$ cat config.mk
export PLATFORM = sky130hd
export DESIGN_NAME = q_table_reader_flat
export DESIGN_NICKNAME = d
export VERILOG_FILES = /design/src/rtl/intellight_pkg.sv /design/src/rtl/q_table_reader_if.sv /design/src/rtl/q_argmax_road.sv /design/src/rtl/q_table_reader.sv /design/src/flat_wrapper.sv
export SDC_FILE = /design/constraint.sdc
export NUM_CORES = 1
export LEC_CHECK = 0
export CORE_UTILIZATION = 54
export CTS_BUF_LIST = sky130_fd_sc_hd__clkbuf_8 sky130_fd_sc_hd__clkbuf_16
export DETAILED_ROUTE_END_ITERATION = 16
export PLACE_DENSITY = 0.82
export SLEW_MARGIN = 40
export SYNTH_ARGS = -nofsm -noshare
export SYNTH_HDL_FRONTEND = slang
export SYNTH_HIERARCHICAL = 1
export SYNTH_SLANG_ARGS = --single-unit
export TNS_END_PERCENT = 50
$ cat constraint.sdc
create_clock -name clk -period 26.5 [get_ports clk]
set_input_delay 2.65 -clock clk [delete_from_list [all_inputs] [get_ports clk]]
set_output_delay 2.65 -clock clk [all_outputs]
set_load 0.02 [all_outputs]
$ cat src/rtl/intellight_pkg.sv
// ----------------------------------------------------------------------------
// intellight_pkg
// Shared definitions for the Intellight Q-table access paths (read side and
// the MII write side).
//   - width helpers deriving every bus width from L_WIDTH / Q_WIDTH
//   - DEF_* constants: the widths of the default configuration
//   - bram_addr(): state -> BRAM byte address map, shared with the write path
//   - state_e: encodings of the Q-table reader FSM
// No ports (package).
// ----------------------------------------------------------------------------
package intellight_pkg;

    // Four roads, so the road part of an action is always 2 bits.
    localparam int N_ROAD       = 4;
    localparam int A_ROAD_WIDTH = 2;

    function automatic int n_level(input int l_width);
        return 1 << (l_width / 2);
    endfunction

    function automatic int s_width(input int l_width);
        return 2 * l_width;
    endfunction

    function automatic int a_dur_width(input int l_width);
        return l_width / 2;
    endfunction

    function automatic int a_width(input int l_width);
        return A_ROAD_WIDTH + a_dur_width(l_width);
    endfunction

    function automatic int d_width(input int q_width, input int l_width);
        return q_width * n_level(l_width);
    endfunction

    function automatic int wen_width(input int q_width, input int l_width);
        return d_width(q_width, l_width) / 8;
    endfunction

    // Widths of the default configuration (L_WIDTH=4, Q_WIDTH=16).
    localparam int DEF_L_WIDTH     = 4;
    localparam int DEF_Q_WIDTH     = 16;
    localparam int DEF_N_LEVEL     = n_level(DEF_L_WIDTH);
    localparam int DEF_S_WIDTH     = s_width(DEF_L_WIDTH);
    localparam int DEF_D_WIDTH     = d_width(DEF_Q_WIDTH, DEF_L_WIDTH);
    localparam int DEF_WEN_WIDTH   = wen_width(DEF_Q_WIDTH, DEF_L_WIDTH);
    localparam int DEF_A_DUR_WIDTH = a_dur_width(DEF_L_WIDTH);
    localparam int DEF_A_WIDTH     = a_width(DEF_L_WIDTH);

    // One BRAM word per state, WEN_WIDTH bytes wide: address = S * WEN_WIDTH.
    // Callers truncate the result to their own address width.
    function automatic logic [63:0] bram_addr(input logic [63:0] s, input int wen_w);
        return s * 64'(wen_w);
    endfunction

    typedef enum logic [2:0] {
        ST_IDLE    = 3'd0,
        ST_WAIT    = 3'd1,
        ST_CAPTURE = 3'd2,
        ST_SCAN    = 3'd3,
        ST_DONE    = 3'd4
    } state_e;

endpackage

$ cat src/rtl/q_table_reader_if.sv
// ----------------------------------------------------------------------------
// q_table_reader_if
// Bundles the request/result handshake and the BRAM read bus of the Q-table
// reader.
//   Request : start, S, A_in                      (master -> slave)
//   BRAM    : rd_addr (slave -> master), D_road0..3 (master -> slave)
//   Result  : busy, done, Q_max, A_max, Q_sel     (slave -> master)
// Handshake: start is a level request, accepted on any rising edge where the
// slave is idle (busy=0). busy stays high from the accept edge until the edge
// after the single-cycle done pulse; results are valid while done=1 and hold
// until the next done. start is ignored while busy=1.
// Modports: master = requester/BRAM side, slave = q_table_reader.
// ----------------------------------------------------------------------------
interface q_table_reader_if #(
    parameter int L_WIDTH    = 4,
    parameter int Q_WIDTH    = 16,
    parameter int ADDR_WIDTH = 32
);
    import intellight_pkg::*;

    localparam int S_WIDTH = s_width(L_WIDTH);
    localparam int A_WIDTH = a_width(L_WIDTH);
    localparam int D_WIDTH = d_width(Q_WIDTH, L_WIDTH);

    logic                  start;
    logic [S_WIDTH-1:0]    S;
    logic [A_WIDTH-1:0]    A_in;
    logic [ADDR_WIDTH-1:0] rd_addr;
    logic [D_WIDTH-1:0]    D_road0;
    logic [D_WIDTH-1:0]    D_road1;
    logic [D_WIDTH-1:0]    D_road2;
    logic [D_WIDTH-1:0]    D_road3;
    logic                  busy;
    logic                  done;
    logic [Q_WIDTH-1:0]    Q_max;
    logic [A_WIDTH-1:0]    A_max;
    logic [Q_WIDTH-1:0]    Q_sel;

    modport master (
        output start, S, A_in, D_road0, D_road1, D_road2, D_road3,
        input  rd_addr, busy, done, Q_max, A_max, Q_sel
    );

    modport slave (
        input  start, S, A_in, D_road0, D_road1, D_road2, D_road3,
        output rd_addr, busy, done, Q_max, A_max, Q_sel
    );

endinterface

$ cat src/rtl/q_argmax_road.sv
// ----------------------------------------------------------------------------
// q_argmax_road
// Combinational signed max / argmax over the N_LEVEL Q-values of one road.
// Ties resolve to the lowest duration index.
//   d_word  in  Q_WIDTH*N_LEVEL  packed values, duration d at [d*Q_WIDTH +: Q_WIDTH]
//   max_val out Q_WIDTH          largest value (signed)
//   max_dur out DUR_WIDTH        duration index of max_val
// ----------------------------------------------------------------------------
module q_argmax_road #(
    parameter int Q_WIDTH   = 16,
    parameter int N_LEVEL   = 4,
    parameter int DUR_WIDTH = 2
) (
    input  logic        [Q_WIDTH*N_LEVEL-1:0] d_word,
    output logic signed [Q_WIDTH-1:0]         max_val,
    output logic        [DUR_WIDTH-1:0]       max_dur
);

    always_comb begin
        max_val = $signed(d_word[Q_WIDTH-1:0]);
        max_dur = '0;
        // Strict '>' keeps the earlier index on ties.
        for (int i = 1; i < N_LEVEL; i++) begin
            if ($signed(d_word[i*Q_WIDTH +: Q_WIDTH]) > max_val) begin
                max_val = $signed(d_word[i*Q_WIDTH +: Q_WIDTH]);
                max_dur = DUR_WIDTH'(i);
            end
        end
    end

endmodule

$ cat src/rtl/q_table_reader.sv
// ----------------------------------------------------------------------------
// q_table_reader
// Read side of the Q-table BRAMs. On an accepted start it addresses all four
// road BRAMs at state S, waits BRAM_LAT cycles, captures the four words, then
// scans one road per cycle to find the signed maximum Q-value, its action
// {road, dur}, and the Q-value of the requested action A_in.
//   clk        in  rising-edge clock
//   rst        in  synchronous active-low reset
//   bus        q_table_reader_if.slave (start/S/A_in, rd_addr/D_road*,
//              busy/done/Q_max/A_max/Q_sel)
//   dbg_state  out current FSM state
// ----------------------------------------------------------------------------
module q_table_reader
    import intellight_pkg::*;
#(
    parameter int L_WIDTH    = 4,
    parameter int Q_WIDTH    = 16,
    parameter int ADDR_WIDTH = 32,
    parameter int BRAM_LAT   = 2
) (
    input  logic              clk,
    input  logic              rst,
    q_table_reader_if.slave   bus,
    output state_e            dbg_state
);

    localparam int N_LEVEL     = n_level(L_WIDTH);
    localparam int D_WIDTH     = d_width(Q_WIDTH, L_WIDTH);
    localparam int WEN_WIDTH   = wen_width(Q_WIDTH, L_WIDTH);
    localparam int A_DUR_WIDTH = a_dur_width(L_WIDTH);
    localparam int A_WIDTH     = a_width(L_WIDTH);
    localparam int CNT_W       = (BRAM_LAT > 1) ? $clog2(BRAM_LAT) : 1;

    state_e                     state_q,   state_d;
    logic [CNT_W-1:0]           cnt_q,     cnt_d;
    logic [1:0]                 road_q,    road_d;
    logic [A_WIDTH-1:0]         a_in_q,    a_in_d;
    logic [ADDR_WIDTH-1:0]      rd_addr_q, rd_addr_d;
    logic [D_WIDTH-1:0]         cap_q [N_ROAD];
    logic [D_WIDTH-1:0]         cap_d [N_ROAD];
    logic signed [Q_WIDTH-1:0]  best_q,    best_d;
    logic [A_WIDTH-1:0]         best_a_q,  best_a_d;
    logic [Q_WIDTH-1:0]         q_max_q,   q_max_d;
    logic [A_WIDTH-1:0]         a_max_q,   a_max_d;
    logic [Q_WIDTH-1:0]         q_sel_q,   q_sel_d;

    // ------------------------------------------------------------------
    // Per-road reduction: one argmax instance, fed by the scan road counter
    // ------------------------------------------------------------------
    logic [D_WIDTH-1:0]         road_word;
    logic signed [Q_WIDTH-1:0]  road_max;
    logic [A_DUR_WIDTH-1:0]     road_dur;

    assign road_word = cap_q[road_q];

    q_argmax_road #(
        .Q_WIDTH   (Q_WIDTH),
        .N_LEVEL   (N_LEVEL),
        .DUR_WIDTH (A_DUR_WIDTH)
    ) u_argmax (
        .d_word  (road_word),
        .max_val (road_max),
        .max_dur (road_dur)
    );

    // Fold the road's local max into the running best. Road 0 seeds the
    // best outright; later roads replace it only when strictly greater, so
    // ties keep the lowest road.
    logic signed [Q_WIDTH-1:0]  fold_val;
    logic [A_WIDTH-1:0]         fold_a;

    always_comb begin
        fold_val = best_q;
        fold_a   = best_a_q;
        if (road_q == 2'd0 || road_max > best_q) begin
            fold_val = road_max;
            fold_a   = {road_q, road_dur};
        end
    end

    // Q-value of the requested action, read from the captured words.
    logic [A_ROAD_WIDTH-1:0]    sel_road;
    logic [A_DUR_WIDTH-1:0]     sel_dur;
    logic [D_WIDTH-1:0]         sel_word;
    logic [Q_WIDTH-1:0]         sel_val;

    always_comb begin
        sel_road = a_in_q[A_WIDTH-1 -: A_ROAD_WIDTH];
        sel_dur  = a_in_q[A_DUR_WIDTH-1:0];
        sel_word = cap_q[sel_road];
        sel_val  = sel_word[int'(sel_dur)*Q_WIDTH +: Q_WIDTH];
    end

    // ------------------------------------------------------------------
    // FSM next state
    // ------------------------------------------------------------------
    always_comb begin
        state_d = state_q;
        cnt_d   = cnt_q;
        road_d  = road_q;
        case (state_q)
            ST_IDLE: begin
                if (bus.start) begin
                    state_d = ST_WAIT;
                    cnt_d   = '0;
                end
            end
            ST_WAIT: begin
                // BRAM_LAT cycles in WAIT: the data read at rd_addr is on
                // D_road* during the following CAPTURE cycle.
                if (cnt_q == CNT_W'(BRAM_LAT - 1)) begin
                    state_d = ST_CAPTURE;
                end else begin
                    cnt_d = cnt_q + CNT_W'(1);
                end
            end
            ST_CAPTURE: begin
                state_d = ST_SCAN;
                road_d  = 2'd0;
            end
            ST_SCAN: begin
                road_d = road_q + 2'd1;
                if (road_q == 2'd3) begin
                    state_d = ST_DONE;
                end
            end
            ST_DONE: begin
                state_d = ST_IDLE;
            end
            default: begin
                state_d = ST_IDLE;
            end
        endcase
    end

    // ------------------------------------------------------------------
    // Datapath next state
    // ------------------------------------------------------------------
    always_comb begin
        a_in_d    = a_in_q;
        rd_addr_d = rd_addr_q;
        best_d    = best_q;
        best_a_d  = best_a_q;
        q_max_d   = q_max_q;
        a_max_d   = a_max_q;
        q_sel_d   = q_sel_q;
        for (int i = 0; i < N_ROAD; i++) begin
            cap_d[i] = cap_q[i];
        end
        case (state_q)
            ST_IDLE: begin
                if (bus.start) begin
                    a_in_d    = bus.A_in;
                    rd_addr_d = ADDR_WIDTH'(bram_addr(64'(bus.S), WEN_WIDTH));
                end
            end
            ST_CAPTURE: begin
                cap_d[0] = bus.D_road0;
                cap_d[1] = bus.D_road1;
                cap_d[2] = bus.D_road2;
                cap_d[3] = bus.D_road3;
            end
            ST_SCAN: begin
                best_d   = fold_val;
                best_a_d = fold_a;
                // Results are published together on the edge entering DONE.
                if (road_q == 2'd3) begin
                    q_max_d = fold_val;
                    a_max_d = fold_a;
                    q_sel_d = sel_val;
                end
            end
            default: begin
            end
        endcase
    end

    // ------------------------------------------------------------------
    // Registers
    // ------------------------------------------------------------------
    always_ff @(posedge clk) begin
        if (!rst) begin
            state_q   <= ST_IDLE;
            cnt_q     <= '0;
            road_q    <= '0;
            a_in_q    <= '0;
            rd_addr_q <= '0;
            best_q    <= '0;
            best_a_q  <= '0;
            q_max_q   <= '0;
            a_max_q   <= '0;
            q_sel_q   <= '0;
            for (int i = 0; i < N_ROAD; i++) begin
                cap_q[i] <= '0;
            end
        end else begin
            state_q   <= state_d;
            cnt_q     <= cnt_d;
            road_q    <= road_d;
            a_in_q    <= a_in_d;
            rd_addr_q <= rd_addr_d;
            best_q    <= best_d;
            best_a_q  <= best_a_d;
            q_max_q   <= q_max_d;
            a_max_q   <= a_max_d;
            q_sel_q   <= q_sel_d;
            for (int i = 0; i < N_ROAD; i++) begin
                cap_q[i] <= cap_d[i];
            end
        end
    end

    assign bus.rd_addr = rd_addr_q;
    assign bus.busy    = (state_q != ST_IDLE);
    assign bus.done    = (state_q == ST_DONE);
    assign bus.Q_max   = q_max_q;
    assign bus.A_max   = a_max_q;
    assign bus.Q_sel   = q_sel_q;
    assign dbg_state   = state_q;

endmodule

$ cat src/flat_wrapper.sv
// flat-port wrapper written by rule: the top's interface ports become plain ports
module q_table_reader_flat import intellight_pkg::*;
#(
    parameter int L_WIDTH    = 4,
    parameter int Q_WIDTH    = 16,
    parameter int ADDR_WIDTH = 32,
    parameter int BRAM_LAT   = 2
)
  (clk, rst, dbg_state, bus_start, bus_S, bus_A_in, bus_D_road0, bus_D_road1, bus_D_road2, bus_D_road3, bus_rd_addr, bus_busy, bus_done, bus_Q_max, bus_A_max, bus_Q_sel);
  q_table_reader_if #(.L_WIDTH(L_WIDTH), .Q_WIDTH(Q_WIDTH), .ADDR_WIDTH(ADDR_WIDTH)) bus_i ();
  input  logic clk;
  input  logic rst;
  output state_e dbg_state;
  input wire logic [$bits(bus_i.start)-1:0] bus_start;
  input wire logic [$bits(bus_i.S)-1:0] bus_S;
  input wire logic [$bits(bus_i.A_in)-1:0] bus_A_in;
  input wire logic [$bits(bus_i.D_road0)-1:0] bus_D_road0;
  input wire logic [$bits(bus_i.D_road1)-1:0] bus_D_road1;
  input wire logic [$bits(bus_i.D_road2)-1:0] bus_D_road2;
  input wire logic [$bits(bus_i.D_road3)-1:0] bus_D_road3;
  output wire logic [$bits(bus_i.rd_addr)-1:0] bus_rd_addr;
  output wire logic [$bits(bus_i.busy)-1:0] bus_busy;
  output wire logic [$bits(bus_i.done)-1:0] bus_done;
  output wire logic [$bits(bus_i.Q_max)-1:0] bus_Q_max;
  output wire logic [$bits(bus_i.A_max)-1:0] bus_A_max;
  output wire logic [$bits(bus_i.Q_sel)-1:0] bus_Q_sel;
  assign bus_i.start = bus_start;
  assign bus_i.S = bus_S;
  assign bus_i.A_in = bus_A_in;
  assign bus_i.D_road0 = bus_D_road0;
  assign bus_i.D_road1 = bus_D_road1;
  assign bus_i.D_road2 = bus_D_road2;
  assign bus_i.D_road3 = bus_D_road3;
  assign bus_rd_addr = bus_i.rd_addr;
  assign bus_busy = bus_i.busy;
  assign bus_done = bus_i.done;
  assign bus_Q_max = bus_i.Q_max;
  assign bus_A_max = bus_i.A_max;
  assign bus_Q_sel = bus_i.Q_sel;
  q_table_reader #(.L_WIDTH(L_WIDTH), .Q_WIDTH(Q_WIDTH), .ADDR_WIDTH(ADDR_WIDTH), .BRAM_LAT(BRAM_LAT)) u_core (.clk(clk), .rst(rst), .bus(bus_i), .dbg_state(dbg_state));
endmodule
==> results of run 1 <==
==> layer usage <==
metal,share of wire,track usage,vias up
met5,0.00034,0,-
met4,0.034,0.107,2
met3,0.081,0.0365,106
met2,0.48,0.480,716
met1,0.40,0.412,6592
li1,-,-,6085
==> worst max-delay path: cells and delay by family (launching register included) <==
kind / cells / cell delay, ns
fa+ha+maj: 4 / 1.55
flops: 1 / 0.63
buf+inv: 4 / 1.22
simple gates: 7 / 2.26
compound gates: 17 / 4.20
mux: 5 / 1.95
==> layout make-up <==
cell class              count  area share
diodes                      1    0.000107
flip-flops and latches    334       0.395
inverters                  58     0.00928
clock inverters            24     0.00864
multi-input cells         992       0.378
clock buffers              39      0.0402
repair buffers            338       0.145
well taps                 455      0.0243
==> kinds of logic after synthesis <==
family          count (synthesis)
compound gates                191
buf+inv                       192
fa+ha+maj                      64
simple gates                  531
other cells                     1
mux                           181
flops                         334
xor+xnor                        1
==> synth_stat cells (all sizes together) (9+ instances only) <==
cell type	instances
a21boi	29
a21oi	27
a31oi	35
and2	257
buf	58
clkbuf	76
dfxtp	78
edfxtp	256
ha	64
inv	58
mux2	16
mux2i	21
mux4	144
nand2	128
nand4	35
nor2	27
nor2b	9
nor3	12
nor4	18
o21ai	33
o31ai	37
or2	18
==> how the worst max path moves through the flow <==
stage / startpoint / to / slack, ns / depth (start not counted)
floorplan: u_core/dbg_state[0]$_SDFFE_PN0P_ / flip-flop / 6.63 / 3
global placement: flip-flop / u_core/best_q[11]$_SDFFE_PN0P_ / 14.06 / 37
detailed placement: flip-flop / u_core/best_q[1]$_SDFFE_PN0P_ / 14.46 / 37
CTS: flip-flop / u_core/best_q[1]$_SDFFE_PN0P_ / 14.46 / 37
global route: flip-flop / u_core/best_a_q[3]$_SDFFE_PN0P_ / 13.67 / 37
finish: flip-flop / u_core/best_q[1]$_SDFFE_PN0P_ / 14.51 / 37
==> where the power goes <==
part           internal [mW]  switching (mW)  leakage, nW
Clock                  0.285           0.200        0.586
Sequential             0.589          0.0172         3.29
Combinational          0.157           0.202         4.68
==> registers in the layout, summed over array words and instances, names as in the netlist, named ones only <==
register and cells:
u_core/cnt_q 1, u_core/bus.rd_addr 8, u_core/bus.Q_max 16, u_core/bus.A_max 4, u_core/cap_q 256, u_core/best_a_q 4, u_core/best_q 16, u_core/a_in_q 4
u_core/road_q 2, u_core/dbg_state 3, u_core/bus.Q_sel 16
==> cells in the final DEF (no fill, tap or decap), types with 3 or more instances in the layout <==
cell type and instances:
nor4_1 17, nand3_1 7, nand4_1 34, and4_1 3, mux2_2 16, a211oi_1 3, conb_1 24, a21boi_0 29
or2_1 10, nor2b_1 9, a21o_1 8, mux2i_1 21, buf_4 8, nand2b_1 5, clkinv_1 5, and2_1 257
bufinv_16 3, clkbuf_16 36, nor3_1 9, dfxtp_1 73, clkdlybuf4s50_1 318, inv_1 66, nor2_1 25, a21oi_1 27
clkbuf_8 4, o21ai_0 31, or2_2 8, buf_6 7, clkinv_2 3, mux4_2 144, a31oi_1 35, ha_1 64
o31ai_1 36, dfxtp_2 3, edfxtp_1 256, nand2_1 128
==> per-stage QoR <==
step                       util  total power [mW]  worst slack (ns)  instances
after floorplan               -             0.857              6.63       1518
after global placement    0.644             0.963             14.06       2172
after detailed placement  0.645             0.967             14.46       2174
after CTS                 0.678              1.45             14.46       2237
after global routing      0.681              1.51             13.67       2240
final                     0.681              1.45             14.51       2241
==> results.md, run 1 <==
- # hold bufs at CTS: 0
- Minimum clock period: 11.99 ns
- Synth Area in XOR/XNOR: 0.000464
- Fmax achieved: 0.0834 GHz
- Layout fillers: between 2k and 2.5k
- H-Tree Depth: 2
- Largest family of logic cells by synthesized area: multiplexers
- Std-Cell Rows: 68
- Main flop type after synthesis: edfxtp_1
- Vias in the first global route: 13.2k
- Initial antenna violation count: 2
- Clk_lat worst skew: 0.53 ns
- Worst hold path class: reg2reg
- Grt total ovfl: 0
- Setup TNS: 0 ns
- Hold_sp: u_core/best_a_q[2]$_SDFFE_PN0P_
- DRT Pass-1 Iters: 5
- Area after DPL: 22200 µm²
- HPWL Detailed: 39500 µm
- Clk sinks: 334
- Crit. End Element: flip-flop
- GR Util All Layers: 0.296
- TritonCTS clock tree: built
- Initial Utilization: 0.548
- Postcts setup bufs: 0
- Synth top area share: 0.407
- Crit-path most repeated cell: o21ai_0
- Max Fanout on Critical Path: 44
- Clk buf depth: 3
- Simple-gate share of the synthesized area: 0.158
- CTS-repair resized insts: 0
- Antenna Nets Post-Route: 0
- Final Hold Fails: 0
- Die area: 35700 µm²
- VDD IR-drop max: slightly below 0.05 mV
- Slowest CP cell: and4_1
- Largest area contributor in the synthesized netlist: edfxtp_1
- Share of layout cells above drive strength 1: 0.146
- Area Growth Syn to Fin: 24.3%
- Adder-Cell Fraction of Synth Area: 0.0424
- Power per cell area: roughly 62 nW/µm²
- Root buffer cell: clkbuf_16
- # setup viols final: 0
- Largest net degree at the start of global routing: 182
- Die Height: 189 µm
- Post-synthesis sequential area ratio: 0.490
- WL/cell: roughly 24 µm
- Total routed wirelength: 52800 µm
- Outcome: completed
- Final hold slack: 0.466 ns
- Hold Path Depth: 2
- Worst Hold Path EP: u_core/best_a_q[2]$_SDFFE_PN0P_
- Top cells by area, synth: edfxtp_1 (41%), mux4_2 (17%), and2_1 (8.5%)
- Reg area: 9260 µm²
- Leak: 8.55 nW
- FF-to-FF End: u_core/best_q[1]$_SDFFE_PN0P_
- Yosys warns: 6
- Final nets: 2095
- Tightest Pin Transition: 0.886 ns
- Number of flops mapped to enable cells by yosys: 256
- Post-synthesis mux area share: 0.193
- Port bufs: roughly 320
- Slew headroom: 0.404
- CTS Buf Count: 36
- Fin crit share: 0.452
- CP Launch Type: flip-flop
- Synthesized cell area: between 15000 and 20000 µm²
- Post-Syn Instances: 1495
- Die span in x: 189 µm
- Syn avg cell area: 12.6 µm²
- Asr flop ratio synth: 0
- DR iter-0 viols: 1082
- RSZ-0062 raised after global routing: no
- Clock Skew: between 0.02 and 0.025 ns
- Worst reg2reg path depth: 37
- Global-route wire length before repair: 78400 µm
- Max-cap viol count: 0
- Finished Cell Area: 23500 µm²
- RePlAce Congestion: 0.968
- CORE AREA: roughly 34000 µm²
- Worst Path Arrival: 12.38 ns
- Vias: 13.5k
- Max Slew Vio Count: 0
- R2r setup slk: 14.51 ns
- Clock transition at path regs: 0.06 ns
- WP data required: 26.89 ns
- Synth cell types: 63
- Max stage delay on crit path: 0.86 ns
- # IOs: 344
- Synth Area in Compound Gates: 0.0692
- Yosys reg bits: 334
- Vias per cell: 6.02
- Area of the multi-input gates: 8860 µm²
- DRC viols: 0
- Critical setup path kind: reg2reg
Note: power is estimated with default switching activity, not from simulation.
==> inputs of run 2 (changes only) <==
- clock period: 26.5 -> 11.3 ns (I/O delays scaled with it)
==> run 2 against run 1 <==
Worst hold slack better by 0.0018 ns. Fmax is 13% higher. Critical path depth decreased by 1. Sequential cell count did not move. Setup slack got worse by 14 ns. Via count fell by 0.46%. Combinational power is 140% higher.
==> results.md, run 2 (synthesized netlist as in run 1, its figures left out) <==
- Vias in the first global route: 13.1k (was 13.2k)
- Postcts setup bufs: 0 (unchanged)
- Most common cell after layout, fill and taps aside: clkdlybuf4s50_1 (unchanged)
- N_diodes: 0 (was 1)
- Combinational share of power: 0.249 (was 0.247)
- CTS Buf Count: 35 (was 36)
- FF-to-FF End: u_core/best_a_q[0]$_SDFFE_PN0P_ (was u_core/best_q[1]$_SDFFE_PN0P_)
- Initial Utilization: 0.548 (unchanged)
- Share of layout cells above drive strength 1: 0.154 (was 0.146)
- Clk sinks: 334 (unchanged)
- Area after DPL: 22400 µm² (was 22200 µm²)
- Area Growth Syn to Fin: 24.7% (was 24.3%)
- Outcome: completed (unchanged)
- Final core utilization: 0.683 (was 0.681)
- Sequential Power Share: 0.417 (was 0.418)
- Switching pwr: 0.996 mW (was 0.419 mW)
- # setup viols final: 0 (unchanged)
- Clock transition at path regs: 0.06 ns (about the same)
- Fin crit share: 0.939 (was 0.452)
- Final nets: 2107 (was 2095)
- DR WL met2: 25600 µm (was 25300 µm)
- # IOs: 344 (unchanged)
- Critical setup path kind: reg2reg (unchanged)
- Std-Cell Rows: 68 (unchanged)
- Slew headroom: 0.442 (was 0.404)
- R2r setup slk: 0.69 ns (was 14.51 ns)
- Max Slew Vio Count: 0 (unchanged)
- Most frequent cells in the layout: clkdlybuf4s50_1 (318), and2_1 (257), edfxtp_1 (256) (unchanged)
- Clk_lat worst skew: 0.52 ns (was 0.53 ns)
- Max reg flops: 256 (unchanged)
- Setup TNS: 0 ns (unchanged)
- DRC viols: 0 (unchanged)
- GR Util All Layers: 0.304 (was 0.296)
- Die Height: 189 µm (unchanged)
- Max-cap viol count: 0 (unchanged)
- Hold_sp: u_core/best_a_q[3]$_SDFFE_PN0P_ (was u_core/best_a_q[2]$_SDFFE_PN0P_)
- Worst reg2reg path depth: 36 (was 37)
- Largest net degree at the start of global routing: 257 (was 182)
- Global-route wire length before repair: 80600 µm (was 78400 µm)
- VDD IR-drop max: 0.123 mV (was 0.0487 mV)
- Clk buf depth: 3 (unchanged)
- CTS-repair resized insts: 0 (unchanged)
- CORE AREA: 34500 µm² (unchanged)
- DR iter-0 viols: 1289 (was 1082)
- Top reg by flops: u_core/cap_q (unchanged)
- Clock Skew: 0.00944 ns (was 0.0222 ns)
- Final Hold Fails: 0 (unchanged)
- Tightest Pin Transition: 0.830 ns (was 0.886 ns)
- CP Launch Type: flip-flop (unchanged)
- Top Layer Used: met4 (was met5)
- Port bufs: 319 (unchanged)
- DRT Pass-1 Iters: 5 (unchanged)
- Hold Path Depth: 2 (unchanged)
- Root buffer cell: clkbuf_16 (unchanged)
- Die span in x: 189 µm (unchanged)
- # hold bufs at CTS: 0 (unchanged)
- Crit-path most repeated cell: ha_1 (was o21ai_0)
- Die area: 35700 µm² (unchanged)
- Max Fanout on Critical Path: 25 (was 44)
- Max stage delay on crit path: 0.67 ns (was 0.86 ns)
- WP data required: 11.75 ns (was 26.89 ns)
- Vias per cell: 5.97 (was 6.02)
- Worst Path Arrival: 11.06 ns (was 12.38 ns)
- Finished Cell Area: 23500 µm² (about the same)
- Post-Place Cells: 2189 (was 2174)
- Leak: 8.57 nW (was 8.55 nW)
- Vias: 13.4k (was 13.5k)
- HPWL Detailed: 40300 µm (was 39500 µm)
- Total routed wirelength: 53800 µm (was 52800 µm)
- Non-Filler Instances: 2252 (was 2241)
- Initial antenna violation count: 0 (was 2)
- TritonCTS clock tree: built (unchanged)
- Crit. End Element: flip-flop (unchanged)
- Design Power: 3.41 mW (was 1.45 mW)
- Slowest CP cell: dfxtp_4 (was and4_1)
- Switching Fraction: 0.292 (was 0.289)
- WL/cell: 23.9 µm (was 23.6 µm)
- Met1 Wirelength: 22600 µm (was 21400 µm)
- Minimum clock period: 10.61 ns (was 11.99 ns)
- RSZ-0062 raised after global routing: no (unchanged)
- RePlAce Congestion: 0.933 (was 0.968)
- Grt total ovfl: 0 (unchanged)
- Worst Hold Path EP: u_core/best_a_q[3]$_SDFFE_PN0P_ (was u_core/best_a_q[2]$_SDFFE_PN0P_)
- Worst hold path class: reg2reg (unchanged)
- Clk pwr share: 0.334 (was 0.335)
- Fmax achieved: 0.0942 GHz (was 0.0834 GHz)
- Met3 wire len: 3800 µm (was 4280 µm)
- Antenna Nets Post-Route: 0 (unchanged)
- Power Internal: 2.41 mW (was 1.03 mW)
- H-Tree Depth: 2 (unchanged)
- Power per cell area: 145 nW/µm² (was 61.8 nW/µm²)
[run 2: power groups by stage]
stage               sequential (mW)  clock (mW)  combinational (mW)
floorplan                      1.44           0               0.544
global placement               1.44           0               0.827
detailed placement             1.45           0               0.832
CTS                            1.42        1.15               0.837
global route                   1.43        1.20               0.921
finish                         1.42        1.14               0.847
[run 2: worst max-delay path: cells and delay by family, from the launching register on]
family,cells,cell delay (ns)
AOI/OAI and AO/OA,14,3.64
and+or+nand+nor,10,2.22
muxes,5,1.90
adders and majority gates,4,1.51
DFF,1,0.67
buffers and inverters,3,0.52
[run 2: through the flow]
stage / hold slack [ns] / worst slack (ns)
3_3_place_gp: 0.444 / 0.546
6_report: 0.468 / 0.688
2_1_floorplan: 0.435 / 1.80
4_1_cts: 0.468 / 0.786
3_5_place_dp: 0.457 / 0.811
5_1_grt: 0.484 / 0.0124
[run 2: worst max-delay path by stage]
stage,from,to
floorplan,flip-flop,u_core/bus.Q_max[0]$_SDFFE_PN0P_
global placement,flip-flop,u_core/best_q[5]$_SDFFE_PN0P_
detailed placement,flip-flop,u_core/best_a_q[0]$_SDFFE_PN0P_
CTS,flip-flop,u_core/best_a_q[0]$_SDFFE_PN0P_
global route,flip-flop,u_core/best_q[8]$_SDFFE_PN0P_
finish,flip-flop,u_core/best_a_q[0]$_SDFFE_PN0P_
[run 2: routing by layer]
metal,GRT usage,vias to the layer above
li1,-,6113
met1,0.423,6598
met2,0.494,638
met3,0.0423,90
met4,0.100,0
met5,0,-
[run 2: cell type report]
| type | count | area (µm²) |
|---|---|---|
| multi-input cells | 992 | 8850 |
| well taps | 455 | 569 |
| repair buffers | 351 | 3490 |
| clock inverters | 25 | 219 |
| clock buffers | 37 | 915 |
| flip-flops and latches | 334 | 9260 |
| inverters | 58 | 218 |
| fillers | 2367 | 10900 |
